File: config.mk
export PLATFORM = sky130hd
export DESIGN_NAME = ask4_slicer_mer_flat
export DESIGN_NICKNAME = d
export VERILOG_FILES = /design/src/rtl/ask4_slicer_mer_if.sv /design/src/rtl/ask4_slicer_mer.sv /design/src/flat_wrapper.sv
export SDC_FILE = /design/constraint.sdc
export NUM_CORES = 1
export LEC_CHECK = 0
export BUFFER_PORTS_ARGS = -buffer_cell sky130_fd_sc_hd__buf_2
export CAP_MARGIN = 5
export CORE_MARGIN = 3
export CORE_UTILIZATION = 59
export CTS_BUF_LIST = sky130_fd_sc_hd__clkbuf_2
export CTS_CLUSTER_SIZE = 30
export DETAILED_ROUTE_END_ITERATION = 12
export PLACE_DENSITY_LB_ADDON = 0.15
export REMOVE_ABC_BUFFERS = 1
export SYNTH_ARGS = -nofsm -noshare
export SYNTH_HDL_FRONTEND = slang
export SYNTH_SLANG_ARGS = --single-unit
File: constraint.sdc
create_clock -name sys_clk -period 6.18 [get_ports sys_clk]
set_clock_uncertainty 0.2 [all_clocks]
set_input_delay 0.309 -clock sys_clk [delete_from_list [all_inputs] [get_ports sys_clk]]
set_output_delay 0.309 -clock sys_clk [all_outputs]
set_load 0.03 [all_outputs]
File: src/rtl/ask4_slicer_mer_if.sv
// Bus bundle for ask4_slicer_mer: symbol-rate sample input plus the
// per-symbol slicer results and the block-averaged MER statistics.
interface ask4_slicer_mer_if #(
    parameter int WIDTH = 18
);
    logic                    sym_clk_en;
    logic                    clear;
    logic signed [WIDTH-1:0] y_in;
    logic [1:0]              sym_out;
    logic signed [WIDTH-1:0] err;
    logic                    sym_valid;
    logic [WIDTH-1:0]        ref_level;
    logic [WIDTH-1:0]        err_pwr;
    logic                    mer_valid;
    logic signed [WIDTH-1:0] dc_est;

    modport master (
        output sym_clk_en, clear, y_in,
        input  sym_out, err, sym_valid, ref_level, err_pwr, mer_valid, dc_est
    );

    modport slave (
        input  sym_clk_en, clear, y_in,
        output sym_out, err, sym_valid, ref_level, err_pwr, mer_valid, dc_est
    );
endinterface

File: src/rtl/ask4_slicer_mer.sv
// 4-ASK slicer with self-estimated reference level and block-averaged
// error power for MER reporting. Four stages: S0 capture, S1 slice,
// S2 square, S3 accumulate / block end.
// Optional feature: define MER_DC_REMOVE_EN to subtract the block-mean DC
// estimate at capture; without it dc_est is tied to 0.
module ask4_slicer_mer #(
    parameter int WIDTH    = 18,
    parameter int LOG2N    = 10,
    parameter int REF_INIT = 32768
) (
    input  logic             sys_clk,
    input  logic             reset,
    ask4_slicer_mer_if.slave bus
);
    localparam int AW = WIDTH + LOG2N;
    localparam logic signed [WIDTH-1:0] SMAX = {1'b0, {(WIDTH-1){1'b1}}};
    localparam logic signed [WIDTH-1:0] SMIN = {1'b1, {(WIDTH-1){1'b0}}};
    localparam logic [LOG2N-1:0] CNT_LAST = {LOG2N{1'b1}};
    localparam logic [WIDTH-1:0] REF_RST  = WIDTH'(REF_INIT);

    typedef enum logic {ACQ = 1'b0, TRACK = 1'b1} state_t;

    // Clamp a one-bit-wider signed value into the sample range.
    function automatic logic signed [WIDTH-1:0] sat(input logic signed [WIDTH:0] v);
        if (v[WIDTH] != v[WIDTH-1]) return v[WIDTH] ? SMIN : SMAX;
        return $signed(v[WIDTH-1:0]);
    endfunction

    state_t                  state_q, state_d;
    logic [2:0]              vld_pipe_q;
    logic signed [WIDTH-1:0] y0_q, y1_q, y2_q;
    logic signed [WIDTH-1:0] y0_d;
    logic signed [WIDTH:0]   y0_ext;
    logic [1:0]              sym_q, sym_d;
    logic signed [WIDTH-1:0] err_q, err_d;
    logic [WIDTH-1:0]        sq_q, sq_d;
    logic [AW-1:0]           acc_abs_q, acc_sq_q, sum_abs, sum_sq;
    logic [LOG2N-1:0]        cnt_q;
    logic [WIDTH-1:0]        ref_q, pwr_q, abs_y2;
    logic                    mer_q, mer_d, blk_end;

    logic signed [WIDTH:0]   y1_ext, ref_ext, a_ext, a3_ext, lvl, err_full;
    logic [WIDTH:0]          a3_raw;
    logic signed [2*WIDTH-1:0] prod;

`ifdef MER_DC_REMOVE_EN
    logic signed [WIDTH-1:0] dc_q;
    logic signed [AW-1:0]    acc_y_q, sum_y;
`endif

    // S0: remove the DC estimate (if built in) and saturate the sample.
    always_comb begin
`ifdef MER_DC_REMOVE_EN
        y0_ext = {bus.y_in[WIDTH-1], bus.y_in} - {dc_q[WIDTH-1], dc_q};
`else
        y0_ext = {bus.y_in[WIDTH-1], bus.y_in};
`endif
        y0_d = sat(y0_ext);
    end

    // S1: slice against ref (=2a); 3a clips so the level stays representable.
    always_comb begin
        sym_d   = 2'b00;
        y1_ext  = {y0_q[WIDTH-1], y0_q};
        ref_ext = {1'b0, ref_q};
        a_ext   = {2'b00, ref_q[WIDTH-1:1]};
        a3_raw  = {1'b0, ref_q} + {2'b00, ref_q[WIDTH-1:1]};
        a3_ext  = (a3_raw > {1'b0, SMAX}) ? $signed({1'b0, SMAX}) : $signed(a3_raw);
        lvl     = -a3_ext;
        if (y1_ext >= ref_ext) begin
            sym_d = 2'b11;
            lvl   = a3_ext;
        end else if (!y1_ext[WIDTH]) begin
            sym_d = 2'b10;
            lvl   = a_ext;
        end else if (y1_ext >= -ref_ext) begin
            sym_d = 2'b01;
            lvl   = -a_ext;
        end
        err_full = y1_ext - lvl;
        err_d    = sat(err_full);
    end

    // S2/S3 combinational: squared error in 1s17 and the running block sums.
    always_comb begin
        prod    = err_q * err_q;
        sq_d    = WIDTH'(prod >> (WIDTH-1));
        abs_y2  = y2_q[WIDTH-1] ? (~y2_q + 1'b1) : y2_q;
        sum_abs = acc_abs_q + AW'(abs_y2);
        sum_sq  = acc_sq_q + AW'(sq_q);
        blk_end = vld_pipe_q[2] && (cnt_q == CNT_LAST);
`ifdef MER_DC_REMOVE_EN
        sum_y   = acc_y_q + AW'(y2_q);
`endif
    end

    // FSM next state; MER is only reported once a reference block exists.
    always_comb begin
        state_d = state_q;
        mer_d   = 1'b0;
        if (bus.clear) begin
            state_d = ACQ;
        end else if (blk_end) begin
            state_d = TRACK;
            mer_d   = (state_q == TRACK);
        end
    end

    // FSM state register.
    always_ff @(posedge sys_clk or negedge reset) begin
        if (!reset) state_q <= ACQ;
        else        state_q <= state_d;
    end

    // Valid tags; clear drops everything in flight, coincident strobe included.
    always_ff @(posedge sys_clk or negedge reset) begin
        if (!reset)         vld_pipe_q <= '0;
        else if (bus.clear) vld_pipe_q <= '0;
        else                vld_pipe_q <= {vld_pipe_q[1:0], bus.sym_clk_en};
    end

    // Datapath registers for S0 capture, S1 decision and S2 square.
    always_ff @(posedge sys_clk or negedge reset) begin
        if (!reset) begin
            y0_q  <= '0;
            y1_q  <= '0;
            y2_q  <= '0;
            sym_q <= '0;
            err_q <= '0;
            sq_q  <= '0;
        end else begin
            if (bus.sym_clk_en && !bus.clear) y0_q <= y0_d;
            if (vld_pipe_q[0] && !bus.clear) begin
                sym_q <= sym_d;
                err_q <= err_d;
                y1_q  <= y0_q;
            end
            if (vld_pipe_q[1] && !bus.clear) begin
                sq_q <= sq_d;
                y2_q <= y1_q;
            end
        end
    end

    // S3 accumulators and symbol counter; reload to zero at block end.
    always_ff @(posedge sys_clk or negedge reset) begin
        if (!reset) begin
            acc_abs_q <= '0;
            acc_sq_q  <= '0;
            cnt_q     <= '0;
        end else if (bus.clear) begin
            acc_abs_q <= '0;
            acc_sq_q  <= '0;
            cnt_q     <= '0;
        end else if (vld_pipe_q[2]) begin
            cnt_q     <= cnt_q + 1'b1;
            acc_abs_q <= blk_end ? '0 : sum_abs;
            acc_sq_q  <= blk_end ? '0 : sum_sq;
        end
    end

    // Block results: reference level every block, error power only in TRACK.
    always_ff @(posedge sys_clk or negedge reset) begin
        if (!reset) begin
            ref_q <= REF_RST;
            pwr_q <= '0;
            mer_q <= 1'b0;
        end else begin
            mer_q <= mer_d;
            if (bus.clear)    ref_q <= REF_RST;
            else if (blk_end) ref_q <= sum_abs[AW-1:LOG2N];
            if (mer_d)        pwr_q <= sum_sq[AW-1:LOG2N];
        end
    end

`ifdef MER_DC_REMOVE_EN
    // DC estimate: signed block mean of the (already corrected) samples.
    always_ff @(posedge sys_clk or negedge reset) begin
        if (!reset) begin
            acc_y_q <= '0;
            dc_q    <= '0;
        end else if (bus.clear) begin
            acc_y_q <= '0;
            dc_q    <= '0;
        end else if (vld_pipe_q[2]) begin
            acc_y_q <= blk_end ? '0 : sum_y;
            if (blk_end) dc_q <= sum_y[AW-1:LOG2N];
        end
    end
    assign bus.dc_est = dc_q;
`else
    assign bus.dc_est = '0;
`endif

    assign bus.sym_out   = sym_q;
    assign bus.err       = err_q;
    assign bus.sym_valid = vld_pipe_q[1];
    assign bus.ref_level = ref_q;
    assign bus.err_pwr   = pwr_q;
    assign bus.mer_valid = mer_q;
endmodule

File: src/flat_wrapper.sv
// flat-port wrapper written by rule: the top's interface ports become plain ports
module ask4_slicer_mer_flat 
#(
    parameter int WIDTH    = 18,
    parameter int LOG2N    = 10,
    parameter int REF_INIT = 32768
)
  (sys_clk, reset, bus_sym_clk_en, bus_clear, bus_y_in, bus_sym_out, bus_err, bus_sym_valid, bus_ref_level, bus_err_pwr, bus_mer_valid, bus_dc_est);
  ask4_slicer_mer_if #(.WIDTH(WIDTH)) bus_i ();
  input  logic sys_clk;
  input  logic reset;
  input wire logic [$bits(bus_i.sym_clk_en)-1:0] bus_sym_clk_en;
  input wire logic [$bits(bus_i.clear)-1:0] bus_clear;
  input wire logic [$bits(bus_i.y_in)-1:0] bus_y_in;
  output wire logic [$bits(bus_i.sym_out)-1:0] bus_sym_out;
  output wire logic [$bits(bus_i.err)-1:0] bus_err;
  output wire logic [$bits(bus_i.sym_valid)-1:0] bus_sym_valid;
  output wire logic [$bits(bus_i.ref_level)-1:0] bus_ref_level;
  output wire logic [$bits(bus_i.err_pwr)-1:0] bus_err_pwr;
  output wire logic [$bits(bus_i.mer_valid)-1:0] bus_mer_valid;
  output wire logic [$bits(bus_i.dc_est)-1:0] bus_dc_est;
  assign bus_i.sym_clk_en = bus_sym_clk_en;
  assign bus_i.clear = bus_clear;
  assign bus_i.y_in = bus_y_in;
  assign bus_sym_out = bus_i.sym_out;
  assign bus_err = bus_i.err;
  assign bus_sym_valid = bus_i.sym_valid;
  assign bus_ref_level = bus_i.ref_level;
  assign bus_err_pwr = bus_i.err_pwr;
  assign bus_mer_valid = bus_i.mer_valid;
  assign bus_dc_est = bus_i.dc_est;
  ask4_slicer_mer #(.WIDTH(WIDTH), .LOG2N(LOG2N), .REF_INIT(REF_INIT)) u_core (.sys_clk(sys_clk), .reset(reset), .bus(bus_i));
endmodule
# Word-level counts from Yosys, hierarchy flattened
# Index checks and enable logic that the tools add are counted.
# totals
reg_bits,199
in_bits,22
# op_classes
add_sub_neg,9
multipliers,1
order_cmp,3
n_eq_ne,2
muxes,27
n_bitwise,1
n_reduce_logical,7
# ops
cell,count
$mux 28,6
$mux 18,6
$mux 19,4
$add 28x18->28,2
$ge 18x19->1,2
$mul 18x18->35,1
$mux 10,2
$add 18x17->19,1
$gt 19x17->1 const B,1
$neg 17->19,1
$neg 18->19,1
$neg 19->19,1
$sub 18x19->19,1
$add 18x1->18 const B,1
$not 18->18,1
$add 10x1->10 const B,1
$eq 10x10->1 const B,1
$mux 1,6
$logic_and 1x1->1,4
$mux 2,2
$reduce_bool 2->1,2
$mux 3,1
$logic_not 1->1,1
$ne 1x1->1,1

# Depth between registers and ports, before layout
# Gate-level depths: netlist of the first run.
# logic_depth
ltp_word,11
mapped_depth,35
mapped_depth_nobuf,31

# Worst setup path before layout of the first run
# No wires, ideal clock.
# synth_timing
path_type,reg-to-reg
startpoint,"reg u_core.err_q[3], in the netlist u_core.bus.err[3]"
endpoint,reg u_core.sq_q[11]
setup_ps,146
arrival_time_ps,6549
required_time_ps,5834
path_slack_ps,-714
stages_incl_launch_ff,25
path_buffers,2
synth_period_minus_slack_ps,6894
cell_sequence,dfrtp_1 > clkbuf_1 > clkbuf_1 > nand2_1 > fa_1 > inv_1 > fa_1 > inv_1 > fa_1 > fa_1 > inv_1 > fa_1 > fa_1 > ha_1 > nand3_1 > a21oi_1 > a311oi_1 > o21ai_0 > o21ai_0 > a21oi_1 > o21ai_0 > a21boi_0 > o21ai_0 > mux2i_1 > o311ai_0
# synth_between
elab_chain_len,1
# synth_lines
item,line_no,rtl
start: declaration,ask4_slicer_mer.sv:35,"logic signed [WIDTH-1:0] err_q, err_d;"
start signal: assignment,ask4_slicer_mer.sv:135,err_q <= err_d;
$mul 18x18->35,ask4_slicer_mer.sv:86,prod = err_q * err_q;
end signal: assignment,ask4_slicer_mer.sv:139,sq_q <= sq_d;
end: declaration,ask4_slicer_mer.sv:36,"logic [WIDTH-1:0] sq_q, sq_d;"
# No other way between the ends.
# A chain may end at the register's enable or synchronous reset.

# Final worst setup path of the first run
# layout_timing
startpoint,"reg u_core.err_q[7], in the netlist u_core.bus.err[7]"
endpoint,reg u_core.sq_q[11]
# Same word-level chain as after synthesis.

==> results of run 1 <==
==> timing repair <==
item,in CTS,in global routing
setup buffers,40,26
cloned,0,3
pin swaps,59,83
hold buffers,62,0
setup endpoints to repair,34,31
endpoints found under the hold margin,188,0
gates resized for setup,115,158
==> layout make-up <==
class / instances / area [µm²] / share of cell area [%]
Antenna cell: 1 / 2.50 / 0.00855
Inverter: 421 / 1590 / 5.43
Tap cell: 525 / 657 / 2.24
Sequential cell: 199 / 5000 / 17.1
Clock inverter: 15 / 229 / 0.782
Multi-Input combinational cell: 2022 / 18000 / 61.6
Clock buffer: 17 / 85.1 / 0.291
Timing Repair Buffer: 472 / 3680 / 12.6
==> Yosys cell counts (3+ instances only) <==
| cell | count |
|---|---|
| or3_1 | 18 |
| dfrtp_1 | 198 |
| o41ai_1 | 3 |
| a211oi_1 | 16 |
| a21boi_0 | 3 |
| and2_1 | 63 |
| o31ai_1 | 23 |
| or2_2 | 16 |
| clkbuf_1 | 90 |
| o311ai_0 | 3 |
| and4_1 | 4 |
| nor2_1 | 122 |
| o21bai_1 | 10 |
| nand2_1 | 405 |
| ha_1 | 227 |
| o22ai_1 | 11 |
| mux2i_1 | 8 |
| a221o_1 | 3 |
| or4_1 | 3 |
| a311oi_1 | 4 |
| o21ai_0 | 179 |
| a31o_2 | 3 |
| nand3b_1 | 3 |
| buf_4 | 19 |
| a31oi_1 | 18 |
| fa_1 | 294 |
| xor2_1 | 49 |
| nand3_1 | 35 |
| xnor2_1 | 101 |
| nand2b_1 | 23 |
| nor3_1 | 16 |
| nor2b_1 | 18 |
| clkinv_1 | 3 |
| mux2_2 | 17 |
| and3_1 | 22 |
| a22o_1 | 14 |
| a21o_1 | 30 |
| o21a_1 | 13 |
| inv_1 | 418 |
| a21oi_1 | 136 |
| o21ai_1 | 14 |
| o211ai_1 | 12 |
| nand4_1 | 19 |
| o31a_1 | 5 |
==> path summary, 6_finish.rpt <==
path | startpoint | endpoint | slack (ns) | cells past startpoint
worst max-delay path | u_core.bus.err[7]$_DFFE_PN0P_ | u_core.sq_q[11]$_DFFE_PN0P_ | -0.08 | 22
min in group sys_clk | bus_clear | u_core.state_q$_DFFE_PN0P_ | 0.28 | 3
worst min register to register | u_core.y1_q[5]$_DFFE_PN0P_ | u_core.y2_q[5]$_DFFE_PN0P_ | 0.30 | 2
worst max register to register | u_core.bus.err[7]$_DFFE_PN0P_ | u_core.sq_q[11]$_DFFE_PN0P_ | -0.08 | 22
worst min-delay path | reset | u_core.bus.err_pwr[3]$_DFFE_PN0P_ | 0.26 | 4
max in group asynchronous | reset | u_core.bus.ref_level[6]$_DFFE_PN0P_ | 4.54 | 4
==> per-layer routing <==
| metal | GRT usage [%] | vias to the layer above |
|---|---|---|
| met5 | 0 | - |
| met4 | 10.1 | 0 |
| met3 | 4.01 | 130 |
| met2 | 51.9 | 673 |
| met1 | 41.0 | 10200 |
| li1 | - | 9628 |
==> worst min-delay path, cell delays in order <==
cell,delay [ns]
dlygate4sd3_1,0.52
dlygate4sd3_1,0.58
clkbuf_8,0.19
buf_16,0.31
==> flip-flops by register name, indices dropped and copies added, names as in the netlist <==
signal	count
u_core.acc_abs_q	28
u_core.acc_sq_q	28
u_core.bus.err	18
u_core.bus.err_pwr	18
u_core.bus.mer_valid	1
u_core.bus.ref_level	18
u_core.bus.sym_out	2
u_core.cnt_q	10
u_core.sq_q	18
u_core.state_q	1
u_core.vld_pipe_q	3
u_core.y0_q	18
u_core.y1_q	18
u_core.y2_q	18
==> metrics by stage <==
step | cell area [µm²] | util (%)
after floorplan | 23700 | -
after global placement | 26800 | 66.8
after detailed placement | 26800 | 66.8
after CTS | 28400 | 70.9
after global routing | 29300 | 73.0
final | 29300 | 73.0
==> kinds of logic (layout without fill, tap and decap cells) <==
family | Yosys count | after routing | share of synthesized area, %
compound gates | 522 | 522 | 13.2
mux | 25 | 25 | 1.12
buf+inv | 531 | 925 | 8.55
fa+ha+maj | 521 | 521 | 36.1
other cells | 1 | 19 | 0.0155
flops | 199 | 199 | 20.6
simple gates | 785 | 785 | 14.9
xor+xnor | 151 | 151 | 5.51
==> flow_summary.ini, run 1 <==
[place]
portBuffers = 79
place_inst = 3510
place_ws_ns = -0.651
detailed_place_hpwl_um = 51300
place.gp.congestion = 0.960

[route]
wl_met2_um = 33100
highest_layer = met4
vias_per_cell = 5.61
final_antenna_net_count = 0
dr.pass1.iters = 6
drt-met1-wl_um = 27400
wl_um = 66500
drc = 0
drt_iter0_drc = 1545
routedWlPerCell_um = 18.1
vias = 20600
wl_met3_um = 3810

[worst_setup_path]
worst_ep_arrival_time_ns = 6.89
worstSetupPathType = flop to flop
cp.buffers_inverters = 4
setup.worst_path.end_class = flop
max_stage_delay_ns = 0.57
cp_max_fo = 11
required_ns = 6.82
crit_path_start_kind = flop
path_cells = buf_6, and2_1, fa_1, buf_4, fa_1, inv_2, fa_1, fa_1, fa_1, inv_2, fa_1, ha_1, a21o_1, a21o_1, a21o_1, a21o_1, a21o_1, o21ai_2, a21boi_2, o21ai_1, mux2i_1, o311ai_1
cpMostUsedCell = fa_1
cp_top_family = adder cells
cpMaxStageDelayCell = dfrtp_2

[cts]
htree_num_levels = 4
clk_latency_ns = 0.95
cts_tree = yes
clkTransAtPathRegs_ns = 0.42
root_buffer = clkbuf_2
cts.sinks = 199
clockBufferDepth = 2
cts_buffers = 17

[outcome]
violations = negative setup slack
status = finished with violations

[floorplan]
rows = 73
die_h_um = 208
ios = 98
initial_core_util_pct = 60.2
core_area_um2 = 40100
die_w_um = 208
die_area_um2 = 43400

[cells_and_area]
fillers = 2935
mostFrequentLayoutCell = inv_1
layoutNonFillerInstCount = 3672
final_cell_mix = 398 x inv_1, 388 x nand2_1, 302 x buf_4
drive_gt1_share_pct = 21.5
layout.nets = 3676
layout-area-overhead-vs-synth_pct = 21.2

[synthesis]
synthArstFlopShare_pct = 100
synth-seq-cells = 199
synth_area_leaders = fa_1 24%, dfrtp_1 21%, ha_1 12%
synth_edf_count = 0
synth_flop_cell = dfrtp_1
synth.distinct_cells = 77
yosysWarningCount = 0
synth_area_per_cell_um2 = 8.83
synth.largest_area_cell = fa_1
synth_top_area_share_pct = 24.4
synth-seq-area-share_pct = 20.6
syn_inst = 2735
syn_area_um2 = 24200

[timing]
finalWorstSetupSlack_ns = -0.0755
slew_headroom_pct = 14.7
hold_ws_ns = 0.255
worst_pin_slew_ns = 1.27
fin_crit_sh_pct = 101
drv_slew = 0
clock.fmax_mhz = 160
setup_tns_ns = -0.165
finalHoldViolations = 0
setup_viol = 5
rsz0062_at_grt = true
fin_crit_ns = 6.26

[grt]
grt_use_total_pct = 30.6
grt_max_degree = 75
antenna_found_initial = 1
overflow = 0
grt_pass1_vias = 21300
grt_pass1_wl_um = 108000

[hold_path]
min_path_type = primary input to async pin

[flow_run]
max_cap_viol_count = 0
Power of run 1 is not shown: default switching activity piles up to over one toggle a cycle in this logic, so the estimate is an artifact.
==> inputs of run 2 (changes only) <==
SKIP_LAST_GASP = 1   (was not set)
==> run 2 against run 1 <==
Effect of this change: the flow still finishes with violations (negative setup slack); critical path depth increased by 1; die area unchanged; core utilization about the same; worst setup slack improved by 0.021 ns; sequential cell count unchanged; fmax increased by 0.34%; register-to-register slack improved by 0.02 ns; critical endpoint unchanged; highest routed layer unchanged.
==> flow_summary.ini, run 2 (same netlist as run 1, synthesis figures left out) <==
[outcome]
status = finished with violations
violations = negative setup slack

[worst_setup_path]
required_ns = 6.80
r2r-end = u_core.sq_q[11]$_DFFE_PN0P_
cp_max_fo = 4
worst_ep_arrival_time_ns = 6.85
r2r_start = u_core.bus.err[6]$_DFFE_PN0P_
setup.worst_path.end_class = flop
r2r_cells = 23
crit_path_start_kind = flop
worstSetupPathType = flop to flop
rrSetupSlack_ns = -0.05

[cts]
cts.sinks = 199
clkTransAtPathRegs_ns = 0.42
htree_num_levels = 4
cts_tree = yes
root_buffer = clkbuf_2
clockBufferDepth = 2
cts_buffers = 17
clk_latency_ns = 0.93

[place]
place.gp.congestion = 0.960
portBuffers = 79
place_inst = 3510
detailed_place_hpwl_um = 51300
placed_cell_area_um2 = 26800

[timing]
slew_headroom_pct = 15.0
fin_crit_sh_pct = 101
clock.fmax_mhz = 160
fin_crit_ns = 6.23
hold_ws_ns = 0.272
finalWorstSetupSlack_ns = -0.0544
worst_pin_slew_ns = 1.27
rsz0062_at_grt = true
setup_viol = 3
drv_slew = 0
finalHoldViolations = 0

[cells_and_area]
final_cell_area_um2 = 29300
top_regs = u_core.acc_abs_q: 28 flops, u_core.acc_sq_q: 28 flops
layout-area-overhead-vs-synth_pct = 21.1
mostFrequentLayoutCell = inv_1
layoutNonFillerInstCount = 3672
drive_gt1_share_pct = 21.5
layout.nets = 3676
final_cell_mix = 398 x inv_1, 389 x nand2_1, 302 x buf_4

[route]
vias = 20700
final_antenna_net_count = 0
vias_per_cell = 5.65
drt_iter0_drc = 1484
drc = 0
dr.pass1.iters = 6
drt-met1-wl_um = 27300
routedWlPerCell_um = 18.1
highest_layer = met4
wl_um = 66500
wl_met3_um = 3800
wl_met2_um = 33100

[floorplan]
die_area_um2 = 43400
die_w_um = 208
die_h_um = 208
core_area_um2 = 40100
initial_core_util_pct = 60.2
rows = 73
ios = 98

[grt]
grt_pass1_vias = 21300
grt_max_degree = 75
grt_use_total_pct = 30.6
antenna_found_initial = 1
grt_pass1_wl_um = 108000
overflow = 0

[hold_path]
min_path_type = primary input to async pin

[flow_run]
max_cap_viol_count = 0
==> run 2: cell count changes in the layout (fill, tap and decap cells not counted) <==
cell and change:
nand2_1 +1, nand2_4 -1, xnor2_1 +1, xnor2_2 -1
==> run 2: final cells by class <==
cell class,instances,area [µm²]
clock inverter,15,229
sequential,199,5000
tap,525,657
clock buffer,17,85.1
multi-input combinational,2022,18000
timing repair buffer,472,3680
inverter,421,1590
antenna,1,2.50
fill,2940,10800
==> run 2: through the flow <==
stage | setup TNS [ns] | util (%) | setup WS [ns]
after global routing | -3.66 | 73.0 | -0.249
after global placement | -6.80 | 66.8 | -0.475
after detailed placement | -10.83 | 66.8 | -0.651
after CTS | -0.0140 | 70.9 | -0.00911
after floorplan | -19.41 | - | -1.22
final | -0.0871 | 73.0 | -0.0544
==> run 2: critical path, stage by stage, from the launching register on <==
cell and delay (ns):
dfrtp_1 0.48, buf_6 0.13, buf_6 0.12, and2_4 0.13, fa_1 0.51, buf_4 0.16
fa_1 0.49, inv_2 0.04, fa_1 0.48, fa_1 0.44, fa_1 0.54, inv_2 0.04
fa_1 0.49, ha_1 0.31, a21o_1 0.16, a21o_1 0.16, a21o_1 0.17, a21o_1 0.15
a21o_1 0.21, o21ai_2 0.19, a21boi_2 0.08, o21ai_1 0.16, mux2i_1 0.20, o311ai_1 0.11
==> run 2: timing repair <==
action / CTS / global route
cloned: 0 / 3
hold endpoints to repair: 188 / 0
pin swaps: 59 / 83
setup buffers: 40 / 26
endpoints found under the setup margin: 34 / 31
hold buffers: 62 / 0
gates resized for setup: 115 / 155
==> run 2: worst max path at each step <==
stage	slack, ns	end	depth (start not counted)	start
2_1_floorplan	-1.22	u_core.bus.err[15]$_DFFE_PN0P_	28	u_core.bus.ref_level[1]$_DFFE_PN0P_
3_3_place_gp	-0.47	u_core.sq_q[11]$_DFFE_PN0P_	24	u_core.bus.err[6]$_DFFE_PN0P_
3_5_place_dp	-0.65	u_core.sq_q[11]$_DFFE_PN0P_	24	u_core.bus.err[6]$_DFFE_PN0P_
4_1_cts	-0.009	u_core.sq_q[11]$_DFFE_PN0P_	23	u_core.bus.err[6]$_DFFE_PN0P_
5_1_grt	-0.25	u_core.sq_q[11]$_DFFE_PN0P_	22	u_core.bus.err[5]$_DFFE_PN0P_
6_report	-0.05	u_core.sq_q[11]$_DFFE_PN0P_	23	u_core.bus.err[6]$_DFFE_PN0P_
==> run 2: routing by layer <==
layer / GRT usage [%] / vias to the layer above
met4: 10.1 / 0
met3: 4.01 / 140
met1: 41.0 / 10300
met5: 0 / -
li1: - / 9642
met2: 51.9 / 692
Power of run 2 is left out for the same reason.
